File: src/rtl/matrix_stream_loader.sv
// matrix_stream_loader: packs a byte stream of operand matrices A then B
// into row-major buses for the sequential matrix-multiply stage.
module matrix_stream_loader #(
  parameter int A_ROWS = 2,
  parameter int A_COLS = 2,
  parameter int B_ROWS = 2,
  parameter int B_COLS = 2,
  parameter int A_LEN  = 8*A_ROWS*A_COLS,
  parameter int B_LEN  = 8*B_ROWS*B_COLS
) (
  input  logic             clk,
  input  logic             rst,
  input  logic             start,
  input  logic             in_valid,
  input  logic [7:0]       in_data,
  output logic             in_ready,
  output logic [A_LEN-1:0] a_out,
  output logic [B_LEN-1:0] b_out,
  output logic             mat_valid,
  output logic             load_done,
  output logic             busy,
  output logic             dim_err
);

  localparam int A_N = A_ROWS*A_COLS;
  localparam int B_N = B_ROWS*B_COLS;
  localparam logic DIM_ERR = (A_COLS != B_ROWS);

  typedef enum logic [1:0] {
    S_IDLE,
    S_LOAD_A,
    S_LOAD_B,
    S_DONE
  } state_t;

  state_t           state_q, state_d;
  logic [31:0]      cnt_q, cnt_d;
  logic [A_LEN-1:0] a_q, a_d;
  logic [B_LEN-1:0] b_q, b_d;
  logic             mv_q, mv_d;
  logic             xfer;

  assign in_ready  = (state_q == S_LOAD_A) ||
                     (state_q == S_LOAD_B);
  assign busy      = in_ready;
  assign load_done = (state_q == S_DONE);
  assign dim_err   = DIM_ERR;
  assign mat_valid = mv_q;
  assign a_out     = a_q;
  assign b_out     = b_q;
  assign xfer      = in_valid && in_ready;

  // State, counter and operand registers
  always_ff @(posedge clk) begin
    if (rst) begin
      state_q <= S_IDLE;
      cnt_q   <= '0;
      a_q     <= '0;
      b_q     <= '0;
      mv_q    <= 1'b0;
    end else begin
      state_q <= state_d;
      cnt_q   <= cnt_d;
      a_q     <= a_d;
      b_q     <= b_d;
      mv_q    <= mv_d;
    end
  end

  // Next state: the counter counts down, so the first byte
  // lands in the top byte, i.e. element (0,0)
  always_comb begin
    state_d = state_q;
    cnt_d   = cnt_q;
    a_d     = a_q;
    b_d     = b_q;
    mv_d    = mv_q;
    unique case (state_q)
      S_IDLE: begin
        if (start && !DIM_ERR) begin
          state_d = S_LOAD_A;
          a_d     = '0;
          b_d     = '0;
          mv_d    = 1'b0;
          cnt_d   = 32'(A_N-1);
        end
      end
      S_LOAD_A: begin
        if (xfer) begin
          for (int i = 0; i < A_N; i++) begin
            if (cnt_q == 32'(i)) a_d[8*i +: 8] = in_data;
          end
          if (cnt_q == '0) begin
            state_d = S_LOAD_B;
            cnt_d   = 32'(B_N-1);
          end else begin
            cnt_d = cnt_q - 32'd1;
          end
        end
      end
      S_LOAD_B: begin
        if (xfer) begin
          for (int i = 0; i < B_N; i++) begin
            if (cnt_q == 32'(i)) b_d[8*i +: 8] = in_data;
          end
          if (cnt_q == '0) begin
            state_d = S_DONE;
            mv_d    = 1'b1;
          end else begin
            cnt_d = cnt_q - 32'd1;
          end
        end
      end
      S_DONE: begin
        state_d = S_IDLE;
      end
      default: state_d = S_IDLE;
    endcase
  end

endmodule
File: config.mk
export PLATFORM = sky130hd
export DESIGN_NAME = matrix_stream_loader
export DESIGN_NICKNAME = d
export VERILOG_FILES = /design/src/rtl/matrix_stream_loader.sv
export SDC_FILE = /design/constraint.sdc
export NUM_CORES = 1
export LEC_CHECK = 0
export CORE_MARGIN = 4
export CORE_UTILIZATION = 30
export DETAILED_ROUTE_END_ITERATION = 16
export PLACE_DENSITY_LB_ADDON = 0.1
export SLEW_MARGIN = 20
export SYNTH_ARGS = -nofsm -noshare
export SYNTH_HDL_FRONTEND = slang
export SYNTH_SLANG_ARGS = --single-unit
File: constraint.sdc
create_clock -name clk -period 5.32 [get_ports clk]
set_input_delay 0.532 -clock clk [delete_from_list [all_inputs] [get_ports clk]]
set_output_delay 0.532 -clock clk [all_outputs]
set_load 0.01 [all_outputs]
==> results of run 1 <==
==> cell usage after synthesis (all sizes together), types with 2 or more instances <==
master  instances
mux2i          65
and4            2
o21ai           5
nand2          88
nor4            7
buf            10
nor2           17
ha              8
nand3          12
and3            2
o31ai          22
or3            16
or4b            6
a311oi          2
inv            10
o41ai           5
dfxtp          99
a21oi          34
or4            25
clkbuf         14
nand4           5
nor3            7
nand2b          6
==> metal layers <==
layer / up-vias / global-route usage, % / part of all wire (%)
met5: - / 0 / 0
met3: 14 / 5.61 / 7.0
li1: 1898 / - / -
met4: 0 / 5.50 / 1.6
met1: 1837 / 18.3 / 44
met2: 77 / 24.6 / 47
==> flip-flops by register name, indices dropped and copies added, names as in the netlist <==
register   cells
a_out         32
state_q        2
b_out         32
cnt_q         32
mat_valid      1
==> worst max-delay path, delay by kind of cell (launching register included) <==
family	cells	cell delay, ns
adders and majority gates	1	0.44
and+or+nand+nor	4	1.92
AOI/OAI and AO/OA	1	0.15
DFF	1	0.37
buffers and inverters	1	0.09
==> power groups by stage <==
stage	combinational [uW]	sequential, uW	clock (uW)
floorplan	1790	992	0
global placement	2290	1010	0
detailed placement	2320	1020	0
CTS	2340	1000	702
global route	2580	1030	729
finish	2300	1000	679
==> stage by stage <==
stage | area (um2) | hold slack (ns) | total power [uW] | util, % | setup slack [ns]
2_1_floorplan | 4460 | 0.446 | 2780 | - | 2.82
3_3_place_gp | 5410 | 0.447 | 3310 | 37.2 | 2.19
3_5_place_dp | 5410 | 0.451 | 3340 | 37.2 | 2.08
4_1_cts | 5710 | 0.463 | 4040 | 39.3 | 2.12
5_1_grt | 5710 | 0.478 | 4330 | 39.3 | 1.96
6_report | 5710 | 0.459 | 3980 | 39.3 | 2.26
==> final cells by class <==
cell class,instances,share of cell area (%)
clock buffer,10,4.01
tap,184,4.03
clock inverter,6,1.27
inverter,10,0.657
multi-input combinational,350,41.1
timing repair buffer,82,14.2
sequential,99,34.7
==> final timing paths <==
kind,to,slack [ns],cells past startpoint
worst max-delay path,cnt_q[17]$_SDFFE_PP0P_,2.26,7
worst min-delay path,b_out[25]$_SDFFE_PP0P_,0.46,2
worst max register to register,cnt_q[17]$_SDFFE_PP0P_,2.26,7
worst min register to register,b_out[25]$_SDFFE_PP0P_,0.46,2
==> logic make-up (layout without fill, tap and decap cells) <==
| family | Yosys count | in the layout | share of synthesized area (%) |
|---|---|---|---|
| and+or+nand+nor | 199 | 199 | 24.3 |
| buffers and inverters | 34 | 108 | 3.25 |
| adders and majority gates | 8 | 8 | 2.24 |
| other | 1 | 1 | 0.0840 |
| DFF | 99 | 99 | 44.4 |
| muxes | 65 | 65 | 14.6 |
| AOI/OAI and AO/OA | 77 | 77 | 11.1 |
==> flow_summary.json, run 1 <==
{
  "grt_pass1_vias": 3836,
  "crit_arrival_ns": 3.33,
  "fmax_ghz": 0.327,
  "gp_congestion": 0.758,
  "avgSynthCellArea_um2": 9.24,
  "ys_ff_latch": 99,
  "vias": 3826,
  "synthArstFlopShare_pct": 0,
  "clk_pin_slew_ns": 0.07,
  "critPathCaptureType": "register",
  "cts.sink_count": 99,
  "cp_max_fo": 18,
  "seq_area_mm2": 0.00198,
  "ctsHoldBuffers": 0,
  "power_frac_comb_pct": 57.8,
  "die_area_mm2": 0.0169,
  "dpl.cell_count": 725,
  "ctsHtreeMaxLevel": 3,
  "grt.overflow.total": 0,
  "power.internal_uw": 2110,
  "power_leakage_uw": 0.00235,
  "outcome": "finished, final reports clean",
  "cts_setup_buffers": 0,
  "critPathLaunch": "state_q[0]$_SDFFE_PP0P_",
  "portBuffers": 79,
  "die_w_um": 130,
  "wl_per_cell_um": 16.4,
  "layout_common_cells": "99 x dfxtp_1, 88 x nand2_1, 79 x clkdlybuf4s50_1, 65 x mux2i_1, 34 x a21oi_1",
  "nets": 572,
  "detail_route.vias_per_cell": 5.16,
  "hold_viol_final": 0,
  "hpwl_mm": 8.68,
  "setup_violations": 0,
  "r2r-start": "state_q[0]$_SDFFE_PP0P_",
  "synth_ff_type": "dfxtp_1",
  "min_path_type": "register to register",
  "slew_headroom_pct": 30.9,
  "final_max_slew_viol_count": 0,
  "syn-num-nets": 503,
  "ir_drop_v": 0.000327,
  "clockBufferDepth": 2,
  "fin_tns_setup_ns": 0,
  "netlist_area_mm2": 0.00446,
  "critical_path.slowest_cell": "or4b_2",
  "cpPeakStageDelay_ns": 0.83,
  "synth_edf_count": 0,
  "yosysWarnings": 0,
  "synth_seq_area_share_pct": 44.4,
  "track_usage_pct": 15.1,
  "switching_power_uw": 1880,
  "drive_gt1_share_pct": 6.82,
  "initial_utilization_pct": 30.7,
  "ant_nets": 0,
  "antenna_found_initial": 0,
  "finalCriticalPeriod_ns": 3.06,
  "yosys.area.top_type_share_pct": 44.4,
  "min-delay-start": "b_out[25]$_SDFFE_PP0P_",
  "dr.pass1.iters": 4,
  "layout.cells.non_filler": 741,
  "netSwitchingFraction_pct": 47.1,
  "drc": 0,
  "cts-resized-gates": 0,
  "mostFrequentLayoutCell": "dfxtp_1",
  "insertion_delay_ns": 0.35,
  "multi_input_area_mm2": 0.00235,
  "nFillCells": 1534,
  "crit_chain": "inv_1 > ha_1 > nand2b_1 > and4_1 > nand4_1 > or4b_2 > a21oi_1",
  "grt_pass1_wl_mm": 20.1,
  "finalClockSkew_ns": 0.00746,
  "worstMarginPinSlew_ns": 1.03,
  "row_count": 44,
  "power.share.clock_pct": 17.0,
  "fp.dieH_um": 130,
  "cts_made_buffers": 9,
  "routed_wl_mm": 12.2,
  "netlist_top_cells_area": "dfxtp_1 44%, mux2i_1 15%, nand2_1 7.4%, or4_1 3.9%, a21oi_1 3.8%",
  "critPathLaunchType": "register",
  "finalCritPeriodShare_pct": 57.5,
  "cts_tree": "built",
  "critPathKind": "register to register",
  "rsz0062_at_grt": "no",
  "synth_cell_types": 46,
  "cp_data_required_time_ns": 5.60,
  "root_buffer": "clkbuf_16",
  "drtIter0Drc": 171,
  "seqPwrFrac_pct": 25.1,
  "grt_max_degree": 31,
  "fp.coreArea_mm2": 0.0145,
  "synth_top_cell_by_area": "dfxtp_1",
  "ios": 81,
  "drv_cap": 0,
  "power_density_mw_per_mm2": 698,
  "synth_cells": 483,
  "layout-area-overhead-vs-synth_pct": 28.0,
  "antenna_cells": 0
}
Note: power is estimated with default switching activity, not from simulation.
==> run 2, diff against run 1 <==
==> constraint.sdc (replaced) <==
create_clock -name clk -period 2.63 [get_ports clk]
set_input_delay 0.263 -clock clk [delete_from_list [all_inputs] [get_ports clk]]
set_output_delay 0.263 -clock clk [all_outputs]
set_load 0.01 [all_outputs]
==> run 2 against run 1 <==
Core utilization rose by 2.3 points. Largest power group unchanged. Hold slack improved by 0.0032 ns. Non-clock buffer count rose by 40.
==> flow_summary.json, run 2 (synthesized netlist as in run 1, its figures left out) <==
{
  "drtIter0Drc": 164,
  "root_buffer": "clkbuf_16",
  "setup_ws_ns": 0.0989,
  "pre_cts_slack_ns": 0.0653,
  "drv_cap": 0,
  "portBuffers": 79,
  "layout-area-overhead-vs-synth_pct": 35.3,
  "cts.sink_count": 99,
  "cts_made_buffers": 9,
  "fp.dieH_um": 130,
  "grt_pass1_vias": 4008,
  "track_usage_pct": 15.4,
  "power.internal_uw": 4100,
  "netSwitchingFraction_pct": 42.0,
  "layout.cells.non_filler": 780,
  "outcome": "finished, final reports clean",
  "met2_usage_pct": 25.7,
  "min_path_type": "register to register",
  "drive_gt1_share_pct": 13.4,
  "critPathKind": "register to register",
  "grtUsageMet3_pct": 6.88,
  "insertion_delay_ns": 0.36,
  "dpl.cell_count": 765,
  "ant_nets": 0,
  "critPathCaptureType": "register",
  "clockBufferDepth": 2,
  "busiest_layer": "met2",
  "dr.pass1.iters": 4,
  "antenna_found_initial": 0,
  "antenna_cells": 0,
  "vias": 3951,
  "drc": 0,
  "finalCriticalPeriod_ns": 2.53,
  "cts_tree": "built",
  "row_count": 44,
  "mostFrequentLayoutCell": "dfxtp_1",
  "ios": 81,
  "finalClockSkew_ns": 0.00758,
  "final_max_slew_viol_count": 0,
  "hpwl_mm": 9.22,
  "fin_hold_ws_ns": 0.463,
  "power.share.clock_pct": 18.4,
  "layout_common_cells": "99 x dfxtp_1, 88 x nand2_1, 79 x clkdlybuf4s50_1, 65 x mux2i_1, 40 x buf_4",
  "finalCritPeriodShare_pct": 96.2,
  "fp.coreArea_mm2": 0.0145,
  "cts_setup_buffers": 0,
  "ctsHtreeMaxLevel": 3,
  "grt.overflow.total": 0,
  "finalPower_uw": 7070,
  "seqPwrFrac_pct": 25.6,
  "gp_congestion": 0.803,
  "initial_utilization_pct": 30.7,
  "grtUsageMet1_pct": 18.1,
  "crit_arrival_ns": 2.82,
  "setup_violations": 0,
  "power_leakage_uw": 0.00255,
  "ir_drop_v": 0.000552,
  "die_area_mm2": 0.0169,
  "cp_data_required_time_ns": 2.92,
  "cp_max_fo": 5,
  "wl_per_cell_um": 16.0,
  "grt_max_degree": 25,
  "die_w_um": 130,
  "power_frac_comb_pct": 56.1,
  "detail_route.vias_per_cell": 5.07,
  "ctsHoldBuffers": 0,
  "rsz0062_at_grt": "yes",
  "routed_wl_mm": 12.5,
  "hold_viol_final": 0,
  "clk_pin_slew_ns": 0.07,
  "critPathLaunchType": "register",
  "nets": 612,
  "power_density_mw_per_mm2": 1170,
  "switching_power_uw": 2970,
  "grt_pass1_wl_mm": 20.5,
  "fmax_ghz": 0.395
}
[run 2: cell types whose count changed in the layout (fill, tap and decap cells not counted), sizes merged]
cell | previous run | this run
bufinv | 1 | 0
clkinv | 2 | 0
buf | 3 | 43
clkinvlp | 0 | 1
inv | 13 | 15
clkbuf | 10 | 9
[run 2: stage by stage]
step | setup TNS [ns] | area [um2] | util [%]
3_3_place_gp | 0 | 5750 | 39.5
2_1_floorplan | 0 | 4460 | -
6_report | 0 | 6040 | 41.6
3_5_place_dp | 0 | 5750 | 39.5
4_1_cts | 0 | 6030 | 41.5
5_1_grt | -0.342 | 6040 | 41.6
[run 2: what timing repair did]
action                                 CTS  global route
endpoints found under the hold margin    0             0
setup endpoints to repair                0            31
gates resized for setup                  0             3
[run 2: critical path, stage by stage, from the launching register on]
cell and delay, ns:
dfxtp_1 0.34, or4_2 0.68, or3_4 0.39, or4_1 0.44, or4_1 0.48, a21oi_1 0.15
[run 2: final timing paths]
check / end / cells after the start / from / slack [ns]
max reg2reg: cnt_q[18]$_SDFFE_PP0P_ / 5 / cnt_q[7]$_SDFFE_PP0P_ / 0.1
min: b_out[20]$_SDFFE_PP0P_ / 2 / b_out[20]$_SDFFE_PP0P_ / 0.46
max: cnt_q[18]$_SDFFE_PP0P_ / 5 / cnt_q[7]$_SDFFE_PP0P_ / 0.1
min reg2reg: b_out[20]$_SDFFE_PP0P_ / 2 / b_out[20]$_SDFFE_PP0P_ / 0.46
[run 2: final cells by class]
type | instances | area (um2)
clock buffer | 9 | 225
clock inverter | 6 | 56.3
fill | 1471 | 8490
inverter | 10 | 37.5
multi-input combinational | 350 | 2360
sequential | 99 | 1980
tap | 184 | 230
timing repair buffer | 122 | 1150
[run 2: layer usage]
metal / wire [um] / part of all wire, % / up-vias
met3: 813 / 6.5 / 8
li1: - / - / 1972
met1: 5490 / 44 / 1904
met2: 6070 / 49 / 67
met5: 0 / 0 / -
met4: 119 / 0.95 / 0
[run 2: power by group through the flow]
stage	logic, uW	registers [uW]	clock network (uW)
after global routing	4390	1830	1400
after CTS	3990	1810	1350
after floorplan	3610	2010	0
final	3960	1810	1300
after detailed placement	3960	1840	0
after global placement	3920	1830	0
==> run 3, diff against run 2 <==
--- a/config.mk
+++ b/config.mk
@@ -5,11 +5,13 @@
 export SDC_FILE = /design/constraint.sdc
 export NUM_CORES = 1
 export LEC_CHECK = 0
+export CELL_PAD_IN_SITES_DETAIL_PLACEMENT = 1
+export CELL_PAD_IN_SITES_GLOBAL_PLACEMENT = 1
 export CORE_MARGIN = 4
 export CORE_UTILIZATION = 30
 export DETAILED_ROUTE_END_ITERATION = 16
 export PLACE_DENSITY_LB_ADDON = 0.1
-export SLEW_MARGIN = 20
+export SLEW_MARGIN = 25
 export SYNTH_ARGS = -nofsm -noshare
 export SYNTH_HDL_FRONTEND = slang
 export SYNTH_SLANG_ARGS = --single-unit
==> run 3 against run 2 <==
Non-clock buffer count fell by 1. Clock-buffer cell count rose by 1. Largest cell class unchanged. Hold slack barely moved. Cell count did not move. Critical path type unchanged. Highest routed layer is now met5. Combinational power rose by 53%.
==> flow_summary.json, run 3 (synthesized netlist as in run 1, its figures left out) <==
{
  "outcome": "finished, final reports clean",
  "cts_tree": "built",
  "critPathLaunchType": "register",
  "critPathKind": "register to register",
  "dr.pass1.iters": 4,
  "nets": 611,
  "final_max_slew_viol_count": 0,
  "grt.overflow.total": 0,
  "layout-area-overhead-vs-synth_pct": 37.4,
  "mostFrequentLayoutCell": "dfxtp_1",
  "crit_chain": "or4_1 > or3_1 > or3_1 > a221o_1 > buf_12 > a21oi_1",
  "fp.coreArea_mm2": 0.0145,
  "power_frac_comb_pct": 63.6,
  "rsz0062_at_grt": "no",
  "fp.dieH_um": 130,
  "die_w_um": 130,
  "netSwitchingFraction_pct": 44.5,
  "final_core_util_pct": 42.2,
  "cpPeakStageDelay_ns": 0.55,
  "hpwl_mm": 10.2,
  "power_leakage_uw": 0.00258,
  "power.internal_uw": 5290,
  "critPathCaptureType": "register",
  "vias": 4014,
  "grt_max_degree": 39,
  "grt_pass1_vias": 4351,
  "setup_violations": 0,
  "seqPwrFrac_pct": 21.2,
  "ir_drop_v": 0.000576,
  "die_area_mm2": 0.0169,
  "ctsHoldBuffers": 0,
  "critical_path.slowest_cell": "or4_1",
  "min_path_type": "register to register",
  "ant_nets": 0,
  "power_density_mw_per_mm2": 1550,
  "finalPower_uw": 9530,
  "cts.sink_count": 99,
  "clk_pin_slew_ns": 0.08,
  "cp.buffers_inverters": 1,
  "initial_utilization_pct": 30.7,
  "nFillCells": 1694,
  "power.share.clock_pct": 15.2,
  "drive_gt1_share_pct": 14.1,
  "drtIter0Drc": 106,
  "seq_area_mm2": 0.00198,
  "ctsHtreeMaxLevel": 3,
  "routed_wl_mm": 13.9,
  "hold_viol_final": 0,
  "worst_path_most_repeated_cell": "or3_1",
  "critPathTopFamily": "simple AND/OR/NAND/NOR gates",
  "layout_common_cells": "99 x dfxtp_1, 88 x nand2_1, 79 x clkdlybuf4s50_1, 65 x mux2i_1, 37 x buf_4",
  "finalClockSkew_ns": 0.0124,
  "detail_route.vias_per_cell": 5.15,
  "clockBufferDepth": 2,
  "worstMarginPinSlew_ns": 0.610,
  "multi_input_area_mm2": 0.00240,
  "finalCriticalPeriod_ns": 2.49,
  "insertion_delay_ns": 0.36,
  "finalCritPeriodShare_pct": 94.6,
  "antenna_cells": 0,
  "row_count": 44,
  "cts_made_buffers": 9,
  "cp_data_required_time_ns": 2.91,
  "drv_cap": 0,
  "antenna_found_initial": 1,
  "crit_arrival_ns": 2.77,
  "fmax_ghz": 0.402,
  "drc": 0,
  "gp_congestion": 0.754,
  "track_usage_pct": 17.0,
  "wl_per_cell_um": 17.8,
  "grt_pass1_wl_mm": 22.7,
  "switching_power_uw": 4240,
  "ios": 81,
  "slew_headroom_pct": 59.0,
  "root_buffer": "clkbuf_16",
  "portBuffers": 79,
  "cp_max_fo": 23
}
==> run 3: final timing paths <==
check	start	slack (ns)	depth (start not counted)	to
max	cnt_q[28]$_SDFFE_PP0P_	0.14	6	cnt_q[4]$_SDFFE_PP0P_
max reg2reg	cnt_q[28]$_SDFFE_PP0P_	0.14	6	cnt_q[4]$_SDFFE_PP0P_
min reg2reg	b_out[27]$_SDFFE_PP0P_	0.46	2	b_out[27]$_SDFFE_PP0P_
min	b_out[27]$_SDFFE_PP0P_	0.46	2	b_out[27]$_SDFFE_PP0P_
==> run 3: worst register-to-register path, stage by stage, from the launching register on <==
cell and delay, ns:
dfxtp_1 0.34, or4_1 0.55, or3_1 0.42, or3_1 0.39, a221o_1 0.39, buf_12 0.18
a21oi_1 0.14
==> run 3: final cells by class <==
cell class                 instances  area share (%)
inverter                          10           0.612
tap                              184            3.75
sequential                        99            32.3
clock buffer                      10            3.90
timing repair buffer             121            19.1
clock inverter                     6            1.29
multi-input combinational        350            39.1
==> run 3: per-layer routing <==
layer,part of all wire (%),vias to the layer above,GRT usage [%]
met5,0.051,-,0
met4,1.1,2,3.73
met3,6.7,12,7.82
met2,49,63,28.5
met1,44,1960,19.9
li1,-,1977,-
==> run 3: through the flow <==
step                      cells  hold slack, ns  setup slack (ns)  setup TNS, ns  instance area [um2]
final                       780           0.463             0.141              0                 6130
after global placement      763           0.445           -0.0503         -0.218                 5760
after global routing        780           0.482           0.00653              0                 6130
after detailed placement    763           0.453            -0.107         -0.526                 5760
after CTS                   780           0.468            0.0389              0                 6100
after floorplan             483           0.446             0.130              0                 4460
==> run 3: repair_timing <==
item	in CTS	in global routing
setup buffers	1	0
gates resized for setup	3	6
cloned	0	0
endpoints found under the hold margin	0	0
endpoints found under the setup margin	11	25
==> run 3: power groups by stage <==
stage	registers, uW	logic [uW]	clock network [uW]
after CTS	2010	5980	1490
after global routing	2070	6700	1550
after global placement	2020	5670	0
final	2020	6060	1450
after detailed placement	2040	5850	0
after floorplan	2010	3610	0
==> variant 1, RTL diff (config.mk and constraints of run 2) <==
`a_q` and `b_q` no longer have a reset.
--- a/src/rtl/matrix_stream_loader.sv
+++ b/src/rtl/matrix_stream_loader.sv
@@ -56,14 +56,15 @@
       state_q <= S_IDLE;
       cnt_q   <= '0;
-      a_q     <= '0;
-      b_q     <= '0;
       mv_q    <= 1'b0;
     end else begin
       state_q <= state_d;
       cnt_q   <= cnt_d;
-      a_q     <= a_d;
-      b_q     <= b_d;
       mv_q    <= mv_d;
     end
+  end
+
+  always_ff @(posedge clk) begin
+    a_q <= a_d;
+    b_q <= b_d;
   end
 
Check against the original RTL: differs if rst is asserted again (counterexample within 4 cycles, from zero or initial values and one cycle with rst high); with rst held inactive, the same outputs for 10 cycles.
==> variant 1 against run 2 <==
Cell area down 4.1%; wire length down 26%; sequential cell count unchanged; area after synthesis down 9.0%; worst setup slack worse by 73 ps; synthesized cell count down 33%; utilization up 2.2 points.
Power is not shown: default switching activity piles up to over one toggle a cycle in this logic, so the estimate is an artifact.
==> variant 1: results (changes against run 2) <==
.. list-table::
   :header-rows: 1

   * - Metric
     - Value
   * - Wire length of the first global-routing pass
     - 14900 µm (-27%)
   * - Slack of the worst reg-to-reg path
     - 30 ps (-70 ps)
   * - Pre-CTS setup slack
     - -64.8 ps (-130 ps)
   * - Arrival time reported for the critical path endpoint
     - 2670 ps (-150 ps)
   * - Max FO, Critical Path
     - 5 (unchanged)
   * - Most numerous cell types in the synthesized netlist
     - 64 x sky130_fd_sc_hd__edfxtp_1, 35 x sky130_fd_sc_hd__dfxtp_1, 27 x sky130_fd_sc_hd__nor2_1, 20 x sky130_fd_sc_hd__nor2_2, 20 x sky130_fd_sc_hd__nor3_1
   * - Hold Crit Start
     - cnt_q[31]
   * - Final #Nets
     - 470 (-23%)
   * - Via density per instance
     - 4.45 (-12%)
   * - Commonest register cell after synthesis
     - sky130_fd_sc_hd__edfxtp_1
   * - Number of enable flip-flop cells after synthesis
     - 64 (+64)
   * - Reg2reg end
     - b_out[2]
   * - Initial drt markers
     - 149 (-9.1%)
   * - Ant diodes
     - 0 (unchanged)
   * - I/O Buffers
     - 79 (unchanged)
   * - End point of the worst hold path
     - cnt_q[31]
   * - Syn nets
     - 344 (-32%)
   * - Total track usage
     - 0.122 (-0.0316)
   * - Placer congestion estimate
     - 0.735 (-8.5%)
   * - Post-detailed-route wirelength per cell
     - 14.6 µm (-8.6%)
   * - YS warnings
     - 0 (unchanged)
   * - Status
     - finished, final reports clean
   * - Vias in the first global route
     - 2829 (-29%)
   * - Proportion of synthesized chip area in sequential cells
     - 0.646 (+0.202)
   * - Max cap viols
     - 0 (unchanged)
   * - Largest net degree at the start of global routing
     - 20 (-20%)
   * - Number of cell instances on the worst register-to-register path
     - 8 (+3)
   * - Fraction of final layout cells with drive strength greater than 1
     - 0.242 (+0.108)
   * - Min-Delay Path Depth
     - 2 (unchanged)
   * - Post-DP HPWL
     - 6910 µm (-25%)
   * - Post-synthesis cell type count
     - 45 (-2.2%)
   * - Deepest level of the CTS H-tree
     - 3 (unchanged)
   * - Main area contributors after synthesis
     - sky130_fd_sc_hd__edfxtp_1 47%, sky130_fd_sc_hd__dfxtp_1 17%, sky130_fd_sc_hd__xnor2_1 4.1%
   * - Total placed instance area
     - 5440 µm² (-5.2%)
   * - Iteration count of the initial detailed-routing pass
     - 4 (unchanged)
   * - Number of antenna violations at the first check in global routing
     - 0 (unchanged)
   * - Clock root buffer master
     - sky130_fd_sc_hd__clkbuf_16
   * - Startpoint of the most critical register-to-register path
     - cnt_q[0]
   * - HP Class
     - reg -> reg
   * - Final worst clock skew
     - 6.64 ps (-0.939 ps)
[variant 1: cells by family after synthesis]
logic type                 share of synthesized area
AOI/OAI and AO/OA                             0.0397
xor gates and xnor gates                      0.0582
adders and majority gates                     0.0246
buffers and inverters                         0.0243
DFF                                            0.646
muxes                                        0.00246
other                                       0.000923
and+or+nand+nor                                0.204
[variant 1: routing by layer]
layer | global-route usage | wire length [µm] | vias up
met5 | 0 | 0 | -
met4 | 0.0484 | 126 | 0
li1 | - | - | 1420
met3 | 0.0313 | 430 | 10
met1 | 0.154 | 4180 | 1305
met2 | 0.199 | 4500 | 70
[variant 1: worst max path at each step]
stage                     cells after the start         to     start  slack, ps
final                                         8   b_out[2]  cnt_q[0]         30
after global routing                          9  cnt_q[17]  cnt_q[0]        -50
after CTS                                     9  cnt_q[13]  cnt_q[0]         20
after detailed placement                      9  cnt_q[11]  cnt_q[0]        -60
after global placement                        9  cnt_q[13]  cnt_q[0]         -9
after floorplan                               7  a_out[10]  cnt_q[3]         20
[variant 1: critical path: stages (launching register included)]
cell and delay, ps:
sky130_fd_sc_hd__dfxtp_4 350, sky130_fd_sc_hd__inv_4 60, sky130_fd_sc_hd__ha_4 130, sky130_fd_sc_hd__or3b_4 360, sky130_fd_sc_hd__or4_4 540, sky130_fd_sc_hd__or3_4 430
sky130_fd_sc_hd__buf_4 160, sky130_fd_sc_hd__a21oi_4 150, sky130_fd_sc_hd__buf_6 140
[variant 1: area by class of cell]
| cell class | count | area, µm² |
|---|---|---|
| flip-flops and latches | 99 | 2630 |
| multi-input cells | 209 | 1410 |
| well taps | 176 | 220 |
| clock inverters | 7 | 65.1 |
| repair buffers | 126 | 1220 |
| fillers | 1254 | 7450 |
| clock buffers | 9 | 225 |
| inverters | 5 | 21.3 |
[variant 1: through the flow]
step / setup TNS (ps) / std cells / hold slack, ps
final: 0 / 631 / 501
after global routing: -1130 / 631 / 532
after CTS: 0 / 629 / 499
after detailed placement: -915 / 613 / 490
after global placement: -49.4 / 613 / 479
after floorplan: 0 / 324 / 332
[variant 1: timing repair]
item / 4_1_cts / 5_1_grt
buffers inserted: 0 / 2
pin swaps: 0 / 4
setup endpoints to repair: 32 / 70
resized for setup: 2 / 7
==> variant 2, RTL diff (flow settings as in run 2) <==
Without the edit above. Set the parameter `A_COLS` to 1 (it was 2).
--- a/src/rtl/matrix_stream_loader.sv
+++ b/src/rtl/matrix_stream_loader.sv
@@ -3,5 +3,5 @@
 module matrix_stream_loader #(
   parameter int A_ROWS = 2,
-  parameter int A_COLS = 2,
+  parameter int A_COLS = 1,
   parameter int B_ROWS = 2,
   parameter int B_COLS = 2,
Ports: changed (resized a_out); port bits go from 81 to 65. The function was not compared with the original's and may differ.
==> variant 2 against run 2 <==
Sequential power shrank 14%; count of clock-buffer cells in the layout up 2; largest power group unchanged; area after synthesis fell by 13%; sequential share of layout area rose by 0.28 points; wire length is 21% lower; final cell count decreased by 17%; worst setup slack improved by 63 ps; cell area down 17%; total power shrank 30%; sequential cell count decreased by 16.
==> variant 2: results (changes against run 2) <==
.. list-table::
   :header-rows: 1

   * - Metric
     - Value
   * - Via density per instance
     - 4.97 (-1.9%)
   * - Vias in the first global route
     - 3189 (-20%)
   * - Fraction of the mapped netlist area in compound gates
     - 0.117 (+0.00562)
   * - Layout filler cell count
     - 1308 (-11%)
   * - Startpoint of the most critical register-to-register path
     - cnt_q[0]
   * - Number of standard cells in the final layout excluding fillers
     - 649 (-17%)
   * - CP max stage delay
     - 520 ps (-160 ps)
   * - Post-synthesis cell type count
     - 53 (+15%)
   * - Maximum ir drop on the vdd rail
     - 0.311 mV (-44%)
   * - Placer congestion estimate
     - 0.719 (-10%)
   * - Pre-CTS setup slack
     - 119 ps (+53.8 ps)
   * - Most numerous cell types in the synthesized netlist
     - 83 x sky130_fd_sc_hd__dfxtp_1, 57 x sky130_fd_sc_hd__nor2_1, 49 x sky130_fd_sc_hd__mux2i_1, 32 x sky130_fd_sc_hd__a21oi_1, 17 x sky130_fd_sc_hd__or3_1
   * - Syn nets
     - 422 (-16%)
   * - Clk Latency, worst-skew pair
     - 340 ps (-20 ps)
   * - Leak
     - 2.15 nW (-16%)
   * - Final worst clock skew
     - 4.63 ps (-2.95 ps)
   * - Clock group
     - 1.23 mW (-5%)
   * - I/O Buffers
     - 62 (-22%)
   * - Final #Nets
     - 494 (-19%)
   * - Wire length of the first global-routing pass
     - 16200 µm (-21%)
   * - Arrival time reported for the critical path endpoint
     - 2740 ps (-80 ps)
   * - Status
     - finished, final reports clean
   * - Final wirelength
     - 9840 µm (-21%)
   * - Routed wire length on met3
     - 485 µm (-40%)
   * - Slack of the worst reg-to-reg path
     - 160 ps (+60 ps)
   * - Max FO, Critical Path
     - 16 (+11)
   * - Met1 track demand over resource in global routing
     - 0.189 (+0.00876)
   * - M1 WL
     - 4710 µm (-14%)
   * - Number of cell instances on the worst register-to-register path
     - 7 (+2)
   * - Post-Synth Adder-Cell Area
     - 0.0323 (+0.00988)
   * - Iteration count of the initial detailed-routing pass
     - 7 (+3)
   * - Main area contributors after synthesis
     - sky130_fd_sc_hd__dfxtp_1 43%, sky130_fd_sc_hd__mux2i_1 13%, sky130_fd_sc_hd__nor2_1 5.5%
   * - Met3 GRT Util
     - 0.0381 (-0.0307)
   * - Power Density
     - 984 nW/µm² (-16%)
   * - Met2 Routed Length
     - 4460 µm (-27%)
   * - Placed Instances
     - 633 (-17%)
   * - Fin crit share
     - 0.939 (-0.0238)
   * - End point of the worst hold path
     - cnt_q[0]
   * - Combinational logic power
     - 2.17 mW (-45%)
   * - HP Class
     - in -> reg
   * - Internal power
     - 2.97 mW (-28%)
   * - Share of cell area taken by muxes after synthesis
     - 0.127 (-0.0191)
   * - Post-Synthesis Cells
     - 400 (-17%)
   * - Total placed instance area
     - 4730 µm² (-18%)
   * - Hold Crit Start
     - rst
   * - Largest net degree at the start of global routing
     - 55 (+120%)
   * - Initial drt markers
     - 193 (+18%)
   * - Total track usage
     - 0.141 (-0.0123)
[variant 2: changes by cell type after synthesis, moves of 6 or more]
cell | run 2 | this run
sky130_fd_sc_hd__nand2_1 | 88 | 6
sky130_fd_sc_hd__nor2_1 | 17 | 57
sky130_fd_sc_hd__dfxtp_1 | 99 | 83
sky130_fd_sc_hd__mux2i_1 | 65 | 49
sky130_fd_sc_hd__o31ai_1 | 22 | 12
sky130_fd_sc_hd__or4_1 | 23 | 14
sky130_fd_sc_hd__clkbuf_1 | 14 | 6
sky130_fd_sc_hd__nand3_2 | 6 | 0
[variant 2: area by class of cell]
cell class              count  area (µm²)  share of cell area
flip-flops and latches     83        1660               0.331
well taps                 172         215              0.0429
inverters                   7        26.3             0.00523
multi-input cells         285        2010               0.400
clock buffers              11         253              0.0503
clock inverters             5        36.3             0.00723
repair buffers             86         821               0.163
